### config.mk
export PLATFORM = sky130hd
export DESIGN_NAME = peg_move_sequencer_flat
export DESIGN_NICKNAME = d
export VERILOG_FILES = /design/src/rtl/peg_move_sequencer_if.sv /design/src/rtl/peg_move_sequencer.sv /design/src/flat_wrapper.sv
export SDC_FILE = /design/constraint.sdc
export NUM_CORES = 1
export LEC_CHECK = 0
export ABC_AREA = 1
export BUFFER_PORTS_ARGS = -buffer_cell sky130_fd_sc_hd__buf_2
export CAP_MARGIN = 10
export CORE_MARGIN = 2
export CORE_UTILIZATION = 35
export DETAILED_ROUTE_END_ITERATION = 16
export GPL_ROUTABILITY_DRIVEN = 0
export SLEW_MARGIN = 20
export SYNTH_ARGS = -nofsm -noshare
export SYNTH_HDL_FRONTEND = slang
export SYNTH_SLANG_ARGS = --single-unit
export TNS_END_PERCENT = 1
### constraint.sdc
create_clock -name clk -period 4 [get_ports clk]
set_input_delay 0.6 -clock clk [delete_from_list [all_inputs] [get_ports clk]]
set_output_delay 0.6 -clock clk [all_outputs]
set_load 0.02 [all_outputs]
### src/rtl/peg_move_sequencer_if.sv
// Move/handshake bundle between the peg move sequencer and its environment.
// master = sequencer side, slave = board/controller side.
interface peg_move_sequencer_if;
  logic       start;
  logic [4:0] cnt;
  logic [4:0] from;
  logic [1:0] dir;
  logic       move_valid;
  logic [4:0] last_from;
  logic [1:0] last_dir;
  logic [4:0] move_cnt;
  logic       busy;
  logic       solved;
  logic       stuck;
  logic       err;

  modport master (
    input  start, cnt,
    output from, dir, move_valid, last_from, last_dir, move_cnt,
           busy, solved, stuck, err
  );

  modport slave (
    output start, cnt,
    input  from, dir, move_valid, last_from, last_dir, move_cnt,
           busy, solved, stuck, err
  );
endinterface

### src/rtl/peg_move_sequencer.sv
// Greedy first-found move search for a 5x5 peg-jump board model; a candidate
// counts as accepted when the board's peg count drops by exactly one.
module peg_move_sequencer #(
  parameter logic [4:0] TARGET_CNT = 5'd1,
  parameter logic [6:0] NUM_CAND   = 7'd100,
  parameter logic [4:0] IDLE_FROM  = 5'd31
) (
  input logic                  clk,
  input logic                  rst,
  peg_move_sequencer_if.master bus
);
  typedef enum logic [2:0] {
    IDLE   = 3'd0,
    ISSUE  = 3'd1,
    CHECK  = 3'd2,
    SOLVED = 3'd3,
    STUCK  = 3'd4
  } state_t;

  state_t     state_r, state_s;
  logic [6:0] cand_idx_r, cand_idx_s;
  logic [6:0] miss_cnt_r, miss_cnt_s;
  logic [4:0] prev_cnt_r, prev_cnt_s;
  logic [4:0] from_r, from_s;
  logic [1:0] dir_r, dir_s;
  logic       move_valid_r, move_valid_s;
  logic [4:0] last_from_r, last_from_s;
  logic [1:0] last_dir_r, last_dir_s;
  logic [4:0] move_cnt_r, move_cnt_s;
  logic       busy_r, busy_s;
  logic       solved_r, solved_s;
  logic       stuck_r, stuck_s;
  logic       err_r, err_s;
  logic       accept_s;
  logic       reject_s;

  // Widened so prev_cnt=0 cannot alias to an accepted count of 31.
  assign accept_s = (({1'b0, bus.cnt} + 6'd1) == {1'b0, prev_cnt_r});
  assign reject_s = (bus.cnt == prev_cnt_r);

  // Next-state, search bookkeeping and next values of every registered output.
  always_comb begin
    state_s      = state_r;
    cand_idx_s   = cand_idx_r;
    miss_cnt_s   = miss_cnt_r;
    prev_cnt_s   = prev_cnt_r;
    move_valid_s = 1'b0;
    last_from_s  = last_from_r;
    last_dir_s   = last_dir_r;
    move_cnt_s   = move_cnt_r;
    err_s        = err_r;
    case (state_r)
      IDLE: begin
        if (bus.start) begin
          if (bus.cnt <= TARGET_CNT) begin
            state_s = SOLVED;
          end else begin
            state_s    = ISSUE;
            cand_idx_s = 7'd0;
            miss_cnt_s = 7'd0;
          end
        end else begin
          state_s = IDLE;
        end
      end
      ISSUE: begin
        prev_cnt_s = bus.cnt;
        state_s    = CHECK;
      end
      CHECK: begin
        if (accept_s) begin
          move_valid_s = 1'b1;
          last_from_s  = cand_idx_r[6:2];
          last_dir_s   = cand_idx_r[1:0];
          move_cnt_s   = (move_cnt_r == 5'd31) ? 5'd31 : move_cnt_r + 5'd1;
          cand_idx_s   = 7'd0;
          miss_cnt_s   = 7'd0;
          state_s      = (bus.cnt == TARGET_CNT) ? SOLVED : ISSUE;
        end else if (reject_s) begin
          miss_cnt_s = miss_cnt_r + 7'd1;
          cand_idx_s = (cand_idx_r == NUM_CAND - 7'd1) ? 7'd0 : cand_idx_r + 7'd1;
          state_s    = ((miss_cnt_r + 7'd1) == NUM_CAND) ? STUCK : ISSUE;
        end else begin
          err_s   = 1'b1;
          state_s = STUCK;
        end
      end
      SOLVED: state_s = SOLVED;
      STUCK:  state_s = STUCK;
      default: state_s = IDLE;
    endcase
    from_s   = (state_s == ISSUE) ? cand_idx_s[6:2] : IDLE_FROM;
    dir_s    = cand_idx_s[1:0];
    busy_s   = (state_s == ISSUE) || (state_s == CHECK);
    solved_s = (state_s == SOLVED);
    stuck_s  = (state_s == STUCK);
  end

  // State and output registers with synchronous reset.
  always_ff @(posedge clk) begin
    if (rst) begin
      state_r      <= IDLE;
      cand_idx_r   <= 7'd0;
      miss_cnt_r   <= 7'd0;
      prev_cnt_r   <= 5'd0;
      from_r       <= IDLE_FROM;
      dir_r        <= 2'd0;
      move_valid_r <= 1'b0;
      last_from_r  <= 5'd0;
      last_dir_r   <= 2'd0;
      move_cnt_r   <= 5'd0;
      busy_r       <= 1'b0;
      solved_r     <= 1'b0;
      stuck_r      <= 1'b0;
      err_r        <= 1'b0;
    end else begin
      state_r      <= state_s;
      cand_idx_r   <= cand_idx_s;
      miss_cnt_r   <= miss_cnt_s;
      prev_cnt_r   <= prev_cnt_s;
      from_r       <= from_s;
      dir_r        <= dir_s;
      move_valid_r <= move_valid_s;
      last_from_r  <= last_from_s;
      last_dir_r   <= last_dir_s;
      move_cnt_r   <= move_cnt_s;
      busy_r       <= busy_s;
      solved_r     <= solved_s;
      stuck_r      <= stuck_s;
      err_r        <= err_s;
    end
  end

  assign bus.from       = from_r;
  assign bus.dir        = dir_r;
  assign bus.move_valid = move_valid_r;
  assign bus.last_from  = last_from_r;
  assign bus.last_dir   = last_dir_r;
  assign bus.move_cnt   = move_cnt_r;
  assign bus.busy       = busy_r;
  assign bus.solved     = solved_r;
  assign bus.stuck      = stuck_r;
  assign bus.err        = err_r;
endmodule

### src/flat_wrapper.sv
// flat-port wrapper written by rule: the top's interface ports become plain ports
module peg_move_sequencer_flat 
#(
  parameter logic [4:0] TARGET_CNT = 5'd1,
  parameter logic [6:0] NUM_CAND   = 7'd100,
  parameter logic [4:0] IDLE_FROM  = 5'd31
)
  (clk, rst, bus_start, bus_cnt, bus_from, bus_dir, bus_move_valid, bus_last_from, bus_last_dir, bus_move_cnt, bus_busy, bus_solved, bus_stuck, bus_err);
  peg_move_sequencer_if bus_i ();
  input logic clk;
  input logic rst;
  input wire logic [$bits(bus_i.start)-1:0] bus_start;
  input wire logic [$bits(bus_i.cnt)-1:0] bus_cnt;
  output wire logic [$bits(bus_i.from)-1:0] bus_from;
  output wire logic [$bits(bus_i.dir)-1:0] bus_dir;
  output wire logic [$bits(bus_i.move_valid)-1:0] bus_move_valid;
  output wire logic [$bits(bus_i.last_from)-1:0] bus_last_from;
  output wire logic [$bits(bus_i.last_dir)-1:0] bus_last_dir;
  output wire logic [$bits(bus_i.move_cnt)-1:0] bus_move_cnt;
  output wire logic [$bits(bus_i.busy)-1:0] bus_busy;
  output wire logic [$bits(bus_i.solved)-1:0] bus_solved;
  output wire logic [$bits(bus_i.stuck)-1:0] bus_stuck;
  output wire logic [$bits(bus_i.err)-1:0] bus_err;
  assign bus_i.start = bus_start;
  assign bus_i.cnt = bus_cnt;
  assign bus_from = bus_i.from;
  assign bus_dir = bus_i.dir;
  assign bus_move_valid = bus_i.move_valid;
  assign bus_last_from = bus_i.last_from;
  assign bus_last_dir = bus_i.last_dir;
  assign bus_move_cnt = bus_i.move_cnt;
  assign bus_busy = bus_i.busy;
  assign bus_solved = bus_i.solved;
  assign bus_stuck = bus_i.stuck;
  assign bus_err = bus_i.err;
  peg_move_sequencer #(.TARGET_CNT(TARGET_CNT), .NUM_CAND(NUM_CAND), .IDLE_FROM(IDLE_FROM)) u_core (.clk(clk), .rst(rst), .bus(bus_i));
endmodule
# After elaboration in Yosys (flattened, before gate mapping)
# Cells that the tools add are included.
# op_classes
n_mul	0
eq_ne	17
shift	0
mux	20
order_cmp	1
addsub	4
reduce_logical	8
bitwise_logic	4
n_div	0
# ops
operator	count
7-bit 2-to-1 mux	9
7-bit one-hot mux with 2 select lines	2
3-bit one-hot mux with 5 select lines	1
7-bit by 1-bit adder with 7-bit output, second input constant	2
7-bit == test, second input constant	2
3-bit by 2-bit == test with 1-bit output, second input constant	4
3-bit 2-to-1 mux	3
5-bit by 1-bit adder with 6-bit output, second input constant	1
3-bit by 1-bit == test with 1-bit output, second input constant	2
3-bit == test, second input constant	2
6-bit by 5-bit == test with 1-bit output	1
2-bit 2-to-1 mux	3
5-bit by 1-bit adder with 5-bit output, second input constant	1
5-bit by 1-bit == test with 1-bit output, second input constant	1
5-bit == test	1
5-bit == test, second input constant	1
5-bit by 1-bit <= comparator with 1-bit output, second input constant	1
5-bit 2-to-1 mux	1
2-bit != test, second input constant	2
1-bit NOT	4
4-bit AND reduction	1
2-bit OR reduction	2
3-bit logical NOT	1
3-bit by 1-bit != test with 1-bit output, second input constant	1
other kinds (5)	5
# totals
word_cells	68
latchBits	0
mem_count	0
output_inout_bits	24
ramBits	0
ff_bits	46
mem_bits_ro	0

# Depth between registers and ports, before layout
# Gate-level depths: netlist of the first run.
# depth
word_depth	9
depth_mapped	14
ltp_nobuf	14

# Worst setup path before layout of the first run
# No wires, ideal clock.
# synth_timing
kind	input to register
from	input port bus_cnt[1]
to	register u_core.from_r[0], in the netlist u_core.bus.from[0]
t_arrival_ps	1782
required_time_ps	3867
path_slack_ps	2086
path_stages	13
setup_ps	133
path_cell_list	inv_1 ha_1 inv_1 nand2_1 nand2_1 nand3_2 nor2_4 nand2_2 buf_6 nand3_1 nor2_1 nor2_1 nand3_1
# synth_via
elab_chain_len	7
elab_cells_between_ends	19
classes_between	1 x add/sub; 1 x order compare; 4 x eq/ne; 11 x mux; 1 x bitwise; 1 x reduce/logical
# synth_rtl
element	line_no	text
start: declaration	flat_wrapper.sv:13	input wire logic [$bits(bus_i.cnt)-1:0] bus_cnt;
5-bit by 1-bit adder with 6-bit output, or another cell as far along	peg_move_sequencer.sv:38	assign accept_s = (({1'b0, bus.cnt} + 6'd1) == {1'b0, prev_cnt_r});
6-bit by 5-bit == test with 1-bit output, or another cell as far along	peg_move_sequencer.sv:38	
3-bit 2-to-1 mux or 2-bit 2-to-1 mux (tied branches)	peg_move_sequencer.sv:71, peg_move_sequencer.sv:54	
3-bit one-hot mux with 5 select lines	peg_move_sequencer.sv:52	case (state_r)
3-bit by 1-bit == test with 1-bit output	peg_move_sequencer.sv:92	from_s = (state_s == ISSUE) ? cand_idx_s[6:2] : IDLE_FROM;
1-bit NOT (no source line)	--	
2-bit OR reduction (no source line)	--	
end signal: assignment	peg_move_sequencer.sv:121	from_r <= from_s;
end: declaration	peg_move_sequencer.sv:24	logic [4:0] from_r, from_s;
# Parallel ways exist; a longest one is shown, timed or not.
# A chain may end at the register's enable or synchronous reset.

# Worst setup path after layout of the first run
# layout_timing
from	input port bus_cnt[1]
to	register u_core.miss_cnt_r[2]
# layout_via
elab_chain_len	4
elab_cells_between_ends	9
classes_between	1 x add/sub; 1 x order compare; 4 x eq/ne; 2 x mux; 1 x reduce/logical
# layout_rtl
element	line_no	text
5-bit by 1-bit adder with 6-bit output	peg_move_sequencer.sv:38	
6-bit by 5-bit == test with 1-bit output	peg_move_sequencer.sv:38	
3-bit by 1-bit != test with 1-bit output (no source line) or 7-bit 2-to-1 mux (tied branches)	--	
4-bit AND reduction (no source line) or 7-bit one-hot mux with 2 select lines (tied branches)	--	
end signal: assignment	peg_move_sequencer.sv:119	miss_cnt_r <= miss_cnt_s;
end: declaration	peg_move_sequencer.sv:22	logic [6:0] miss_cnt_r, miss_cnt_s;
# Parallel ways exist; a longest one is shown, timed or not.

==> flow_metrics.env, run 1 <==
export IMPL_cp_depth=13
export IMPL_via_per_inst=4.79
export IMPL_clockBufferDepth=2
export IMPL_setup_viol=0
export IMPL_r2r_slack_ps=2220
export IMPL_hold_class="reg -> reg"
export IMPL_grt_remaining_overflow=0
export IMPL_clock_sinks=44
export IMPL_route_detailed_drc=0
export IMPL_ff2ff_path_depth=8
export IMPL_htreeDepth=2
export IMPL_cp_start_kind="input port"
export IMPL_post_cts_buffers=0
export IMPL_detail_route_wl_per_cell_um=11.3
export IMPL_vdd_drop_max_uv=166
export IMPL_maxSlewViolCount=0
export IMPL_grt_max_degree=25
export IMPL_synth_edff_count=0
export IMPL_p_per_area_nw_per_um2=353
export IMPL_postCtsHoldBufs=0
export IMPL_synth_cell_types=29
export IMPL_ys_flop_type="dfxtp_1"
export IMPL_dp_slack_ps=1680
export IMPL_p_int_w=0.000688
export IMPL_synthArstFlopShare_pct=0
export IMPL_hold_start="u_core.prev_cnt_r[0]"
export IMPL_netlist_area_um2=2410
export IMPL_fin_nets=393
export IMPL_fmax_mhz=496
export IMPL_clkLatencyLatePin_ps=290
export IMPL_ant_nets=0
export IMPL_p_sw_w=0.000267
export IMPL_clk_pin_slew_worst_paths_ps=80
export IMPL_status="complete, no violations"
export IMPL_cts_root_buf="clkbuf_8"
export IMPL_cts_tree="built"
export IMPL_wl_um=5230
export IMPL_dr_pass1_iters=4
export IMPL_die_w_um=87.1
export IMPL_ios=32
export IMPL_die_h_um=87.1
export IMPL_hold_depth=2
export IMPL_groute_usage_overall_pct=14.6
export IMPL_finalClockSkew_ps=6.36
export IMPL_reg2reg_to="u_core.miss_cnt_r[2]"
export IMPL_cts_buffers=5
export IMPL_area_delta_synth_final_pct=12.0
export IMPL_p_total_w=0.000955
export IMPL_cp_arrival_ps=2200
export IMPL_layout_drive_gt1_share_pct=18.6
export IMPL_power_leakage_nw=1.24
export IMPL_clock_power_share_pct=35.2
export IMPL_critPathMaxFanout=12
export IMPL_slew_limit_headroom_pct=58.9
export IMPL_grt_pass1_wl_um=8880
export IMPL_dieArea_um2=7580
export IMPL_crit_chain="buf_2 -> inv_1 -> ha_1 -> inv_1 -> nand2_1 -> nand2_1 -> nand3_2 -> nor2_4 -> nand2_2 -> nand3_2 -> nand2_2 -> o21ai_0 -> nor2_1"
export IMPL_cp_required_ps=4190
export IMPL_io_buffers=31
export IMPL_final_common_cell="nand2_1"
export IMPL_cts_resized=0
export IMPL_antenna_found_initial=0
export IMPL_worst_path_buf_inv=3
export IMPL_coreArea_um2=6720
export IMPL_holdPathEnd="u_core.prev_cnt_r[0]"
export IMPL_min_period_over_period_pct=50.4
export IMPL_avgSynthCellArea_um2=6.86
export IMPL_drt_first_iter_violations=109
export IMPL_r2r_start="u_core.state_r[0]"
export IMPL_rows=30
export IMPL_dp_hpwl_um=3890
export IMPL_period_minus_slack_ps=2010
export IMPL_ys_warn_count=0
export IMPL_hold_viol=0
export IMPL_cap_viol_max_count=0
export IMPL_critPathMaxStageDelay_ps=290
export IMPL_setup_tns_ps=0
export IMPL_critPathKind="in -> reg"
export IMPL_worstSetupEndpointType="register"
export IMPL_syn_nets=365
export IMPL_layout_common_cells="81 x nand2_1, 45 x nor2_1, 44 x dfxtp_1"
export IMPL_power_frac_seq_pct=49.2
export IMPL_crit_slowest_cell="ha_1"
export IMPL_yosysSeqAreaShare_pct=36.5
export IMPL_rsz0062_at_grt="no"
export IMPL_fin_util_pct=40.3
export IMPL_antennaDiodeCount=0
export IMPL_grt_pass1_vias=2000
export IMPL_cp_top_family="simple AND/OR/NAND/NOR gates"
export IMPL_initial_core_util_pct=35.9
export IMPL_syn_inst=352
export IMPL_fin_ws_ps=1990
export IMPL_worst_pin_slew_ps=617
export IMPL_holdWs_ps=474
export IMPL_synth_seq_cells=44
export IMPL_p_sw_share_pct=27.9
export IMPL_num_vias=2206
export IMPL_p_comb_share_pct=15.6
synthesized netlist by cell type, types with 2 or more instances:
| master | instances | area share [%] |
|---|---|---|
| a21oi_1 | 24 | 5.0 |
| a21oi_2 | 2 | 0.73 |
| buf_4 | 4 | 1.2 |
| clkbuf_1 | 4 | 0.62 |
| dfxtp_1 | 44 | 36 |
| ha_1 | 5 | 2.6 |
| inv_1 | 38 | 5.9 |
| inv_2 | 6 | 0.93 |
| nand2_1 | 81 | 13 |
| nand2_2 | 9 | 2.3 |
| nand3_1 | 42 | 8.7 |
| nand3_2 | 2 | 0.83 |
| nand4_1 | 4 | 1.0 |
| nor2_1 | 45 | 7.0 |
| nor2_2 | 2 | 0.52 |
| nor2_4 | 4 | 1.9 |
| o21ai_0 | 18 | 3.7 |
| o21ai_2 | 2 | 0.73 |
| xnor2_1 | 2 | 0.73 |
| xor2_1 | 5 | 1.8 |
how the worst max path moves through the flow:
| stage | start | slack, ps | to |
|---|---|---|---|
| floorplan | bus_cnt[1] | 2090 | u_core.bus.from[0] |
| global placement | bus_cnt[1] | 1740 | u_core.miss_cnt_r[0] |
| detailed placement | bus_cnt[1] | 1680 | u_core.miss_cnt_r[2] |
| CTS | bus_cnt[1] | 2000 | u_core.miss_cnt_r[0] |
| global route | bus_cnt[1] | 1840 | u_core.miss_cnt_r[2] |
| finish | bus_cnt[1] | 1990 | u_core.miss_cnt_r[2] |
power by group through the flow:
stage	Clock, W	Combinational (W)	Sequential, W
6_report	0.000336	0.000149	0.000470
5_1_grt	0.000364	0.000167	0.000473
4_1_cts	0.000348	0.000150	0.000470
3_5_place_dp	0	0.000150	0.000480
3_3_place_gp	0	0.000149	0.000480
2_1_floorplan	0	0.000107	0.000488
sequential cells by signal, indices dropped and copies added, names as in the netlist, 2 cells and up, named ones only:
| register | cells |
|---|---|
| u_core.bus.move_cnt | 5 |
| u_core.state_r | 3 |
| u_core.miss_cnt_r | 7 |
| u_core.bus.last_from | 5 |
| u_core.bus.last_dir | 2 |
| u_core.cand_idx_r | 5 |
| u_core.prev_cnt_r | 5 |
| u_core.bus.from | 5 |
cells by family (layout without fill, tap and decap cells):
family | after synthesis | after routing | share of synthesized area, %
buf+inv | 55 | 84 | 10.3
xor+xnor | 7 | 7 | 2.54
fa+ha+maj | 5 | 5 | 2.59
simple gates | 193 | 193 | 37.1
flops | 44 | 44 | 36.5
compound gates | 48 | 48 | 11.0
area by class of cell:
class,instances,area [um^2]
Clock inverter,3,42.5
Sequential cell,44,881
Fill cell,719,4010
Inverter,45,171
Clock buffer,5,68.8
Multi-Input combinational cell,253,1290
Timing Repair Buffer,31,155
Tap cell,80,100
layer usage:
layer / part of all wire (%) / vias to the layer above / global-route usage [%]
met2: 44 / 40 / 22.8
met1: 49 / 985 / 19.7
met4: 1.8 / 0 / 4.97
li1: - / 1173 / -
met3: 4.6 / 8 / 3.41
met5: 0 / - / 0
through the flow:
stage | cells | instance area, um^2
finish | 461 | 2710
detailed placement | 453 | 2590
global route | 461 | 2710
CTS | 461 | 2710
global placement | 453 | 2590
floorplan | 352 | 2410
worst min-delay path, cell delays in order, from the launching register on:
cell     delay [ps]
dfxtp_1         320
inv_1            60
a21oi_1          50
(Power assumes the default switching activity.)
==> run 2: changes to the inputs <==
- clock period: 4 -> 2.09 ns (I/O delays scaled with it)
==> run 2 against run 1 <==
Against the previous run: first-iteration DRC count up 17%; flip-flop and latch count stayed put; setup slack got worse by 1600 ps; hold slack worse by 100 ps; highest routed layer unchanged; global-route usage grew 1.0 points; critical path type is now reg -> reg; largest cell class unchanged; non-clock buffer count grew 6; via count increased by 1.6%; die area did not move.
==> flow_metrics.env, run 2 (synthesis results as in run 1) <==
export IMPL_worstSetupEndpointType="register"
export IMPL_p_per_area_nw_per_um2=681
export IMPL_hold_class="in -> reg"
export IMPL_layout_drive_gt1_share_pct=19.9
export IMPL_status="complete, no violations"
export IMPL_ff2ff_path_depth=10
export IMPL_fin_nets=399
export IMPL_post_cts_buffers=0
export IMPL_setup_tns_ps=0
export IMPL_layout_common_cells="81 x nand2_1, 45 x nor2_1, 44 x dfxtp_1"
export IMPL_rows=30
export IMPL_cts_resized=0
export IMPL_holdPathEnd="u_core.prev_cnt_r[3]"
export IMPL_hold_start="bus_cnt[3]"
export IMPL_min_period_over_period_pct=83.4
export IMPL_cts_buffers=5
export IMPL_vdd_drop_max_uv=375
export IMPL_cp_arrival_ps=1910
export IMPL_ant_nets=0
export IMPL_antenna_found_initial=0
export IMPL_grt_pass1_wl_um=9440
export IMPL_area_delta_synth_final_pct=14.0
export IMPL_worst_pin_slew_ps=638
export IMPL_setup_viol=0
export IMPL_wl_um=5390
export IMPL_fin_util_pct=41.0
export IMPL_r2r_start="u_core.miss_cnt_r[0]"
export IMPL_cp_start_kind="register"
export IMPL_clock_sinks=44
export IMPL_holdWs_ps=373
export IMPL_io_buffers=31
export IMPL_route_detailed_drc=0
export IMPL_fillers=706
export IMPL_dr_pass1_iters=4
export IMPL_cts_tree="built"
export IMPL_clkLatencyLatePin_ps=300
export IMPL_rsz0062_at_grt="no"
export IMPL_clockBufferDepth=2
export IMPL_hold_viol=0
export IMPL_dp_hpwl_um=4010
export IMPL_postCtsHoldBufs=0
export IMPL_grt_max_degree=24
export IMPL_cts_root_buf="clkbuf_8"
export IMPL_grt_remaining_overflow=0
export IMPL_die_h_um=87.1
export IMPL_drt_first_iter_violations=127
export IMPL_via_per_inst=4.80
export IMPL_fin_ws_ps=346
export IMPL_antennaDiodeCount=0
export IMPL_fmax_mhz=574
export IMPL_cp_required_ps=2250
export IMPL_die_w_um=87.1
export IMPL_clk_pin_slew_worst_paths_ps=90
export IMPL_largest_register_ffs=7
export IMPL_num_vias=2242
export IMPL_coreArea_um2=6720
export IMPL_top_register="u_core.miss_cnt_r"
export IMPL_critPathKind="reg -> reg"
export IMPL_cap_viol_max_count=0
export IMPL_power_leakage_nw=1.27
export IMPL_groute_usage_overall_pct=15.6
export IMPL_r2r_slack_ps=350
export IMPL_ios=32
export IMPL_initial_core_util_pct=35.9
export IMPL_finalClockSkew_ps=6.73
export IMPL_critPathMaxFanout=5
export IMPL_reg2reg_to="u_core.bus.from[1]"
export IMPL_dieArea_um2=7580
export IMPL_slew_limit_headroom_pct=57.4
export IMPL_final_common_cell="nand2_1"
export IMPL_hold_depth=3
export IMPL_dp_slack_ps=57.5
export IMPL_detail_route_wl_per_cell_um=11.6
export IMPL_grt_pass1_vias=2046
export IMPL_htreeDepth=2
export IMPL_period_minus_slack_ps=1740
export IMPL_maxSlewViolCount=0
==> run 2: cell count changes in the layout (fill, tap and decap cells not counted), sizes merged <==
cell	before	now
buf	31	37
clkinv	1	0
inv	45	46
==> run 2: how the worst max path moves through the flow <==
stage | start | endpoint | slack (ps) | cells after the start
after floorplan | bus_cnt[1] | u_core.bus.from[0] | 460 | 13
final | u_core.miss_cnt_r[0] | u_core.bus.from[1] | 350 | 10
after detailed placement | bus_cnt[1] | u_core.miss_cnt_r[2] | 60 | 13
after global placement | bus_cnt[1] | register | 130 | 15
after CTS | u_core.miss_cnt_r[0] | u_core.bus.from[1] | 340 | 10
after global routing | bus_cnt[1] | u_core.miss_cnt_r[0] | 150 | 13
==> run 2: area by class of cell <==
| cell class | instances | area [um^2] | share of cell area [%] |
|---|---|---|---|
| repair buffers | 37 | 200 | 7.27 |
| clock inverters | 3 | 46.3 | 1.68 |
| multi-input cells | 253 | 1290 | 46.7 |
| well taps | 80 | 100 | 3.63 |
| clock buffers | 5 | 68.8 | 2.50 |
| inverters | 45 | 171 | 6.22 |
| flip-flops and latches | 44 | 881 | 32.0 |
==> run 2: critical path: stages, from the launching register on <==
cell,delay (ps)
dfxtp_1,380
ha_1,240
nand2_1,100
inv_1,90
nand3_1,70
nand2_1,60
nand2_1,70
nand3_1,100
nand3_1,140
a21oi_4,250
nand3_1,100
==> run 2: power breakdown <==
part	switching (W)	internal (W)	leakage, nW
sequential	0.0000228	0.000876	0.358
clock	0.000317	0.000360	0.0548
combinational	0.000202	0.0000968	0.861
total	0.000542	0.00133	1.27
==> run 2: metrics by stage <==
stage	cell area [um^2]	power [W]	instances
3_3_place_gp	2640	0.00122	459
5_1_grt	2750	0.00197	467
3_5_place_dp	2640	0.00122	459
6_report	2750	0.00187	467
2_1_floorplan	2410	0.00114	352
4_1_cts	2750	0.00189	467
==> run 2: metal layers <==
metal | wire (um) | vias to the layer above | track usage, %
met3 | 221 | 6 | 3.13
met4 | 51 | 0 | 5.68
met1 | 2640 | 1006 | 21.8
met5 | 0 | - | 0
met2 | 2480 | 42 | 23.8
li1 | - | 1188 | -
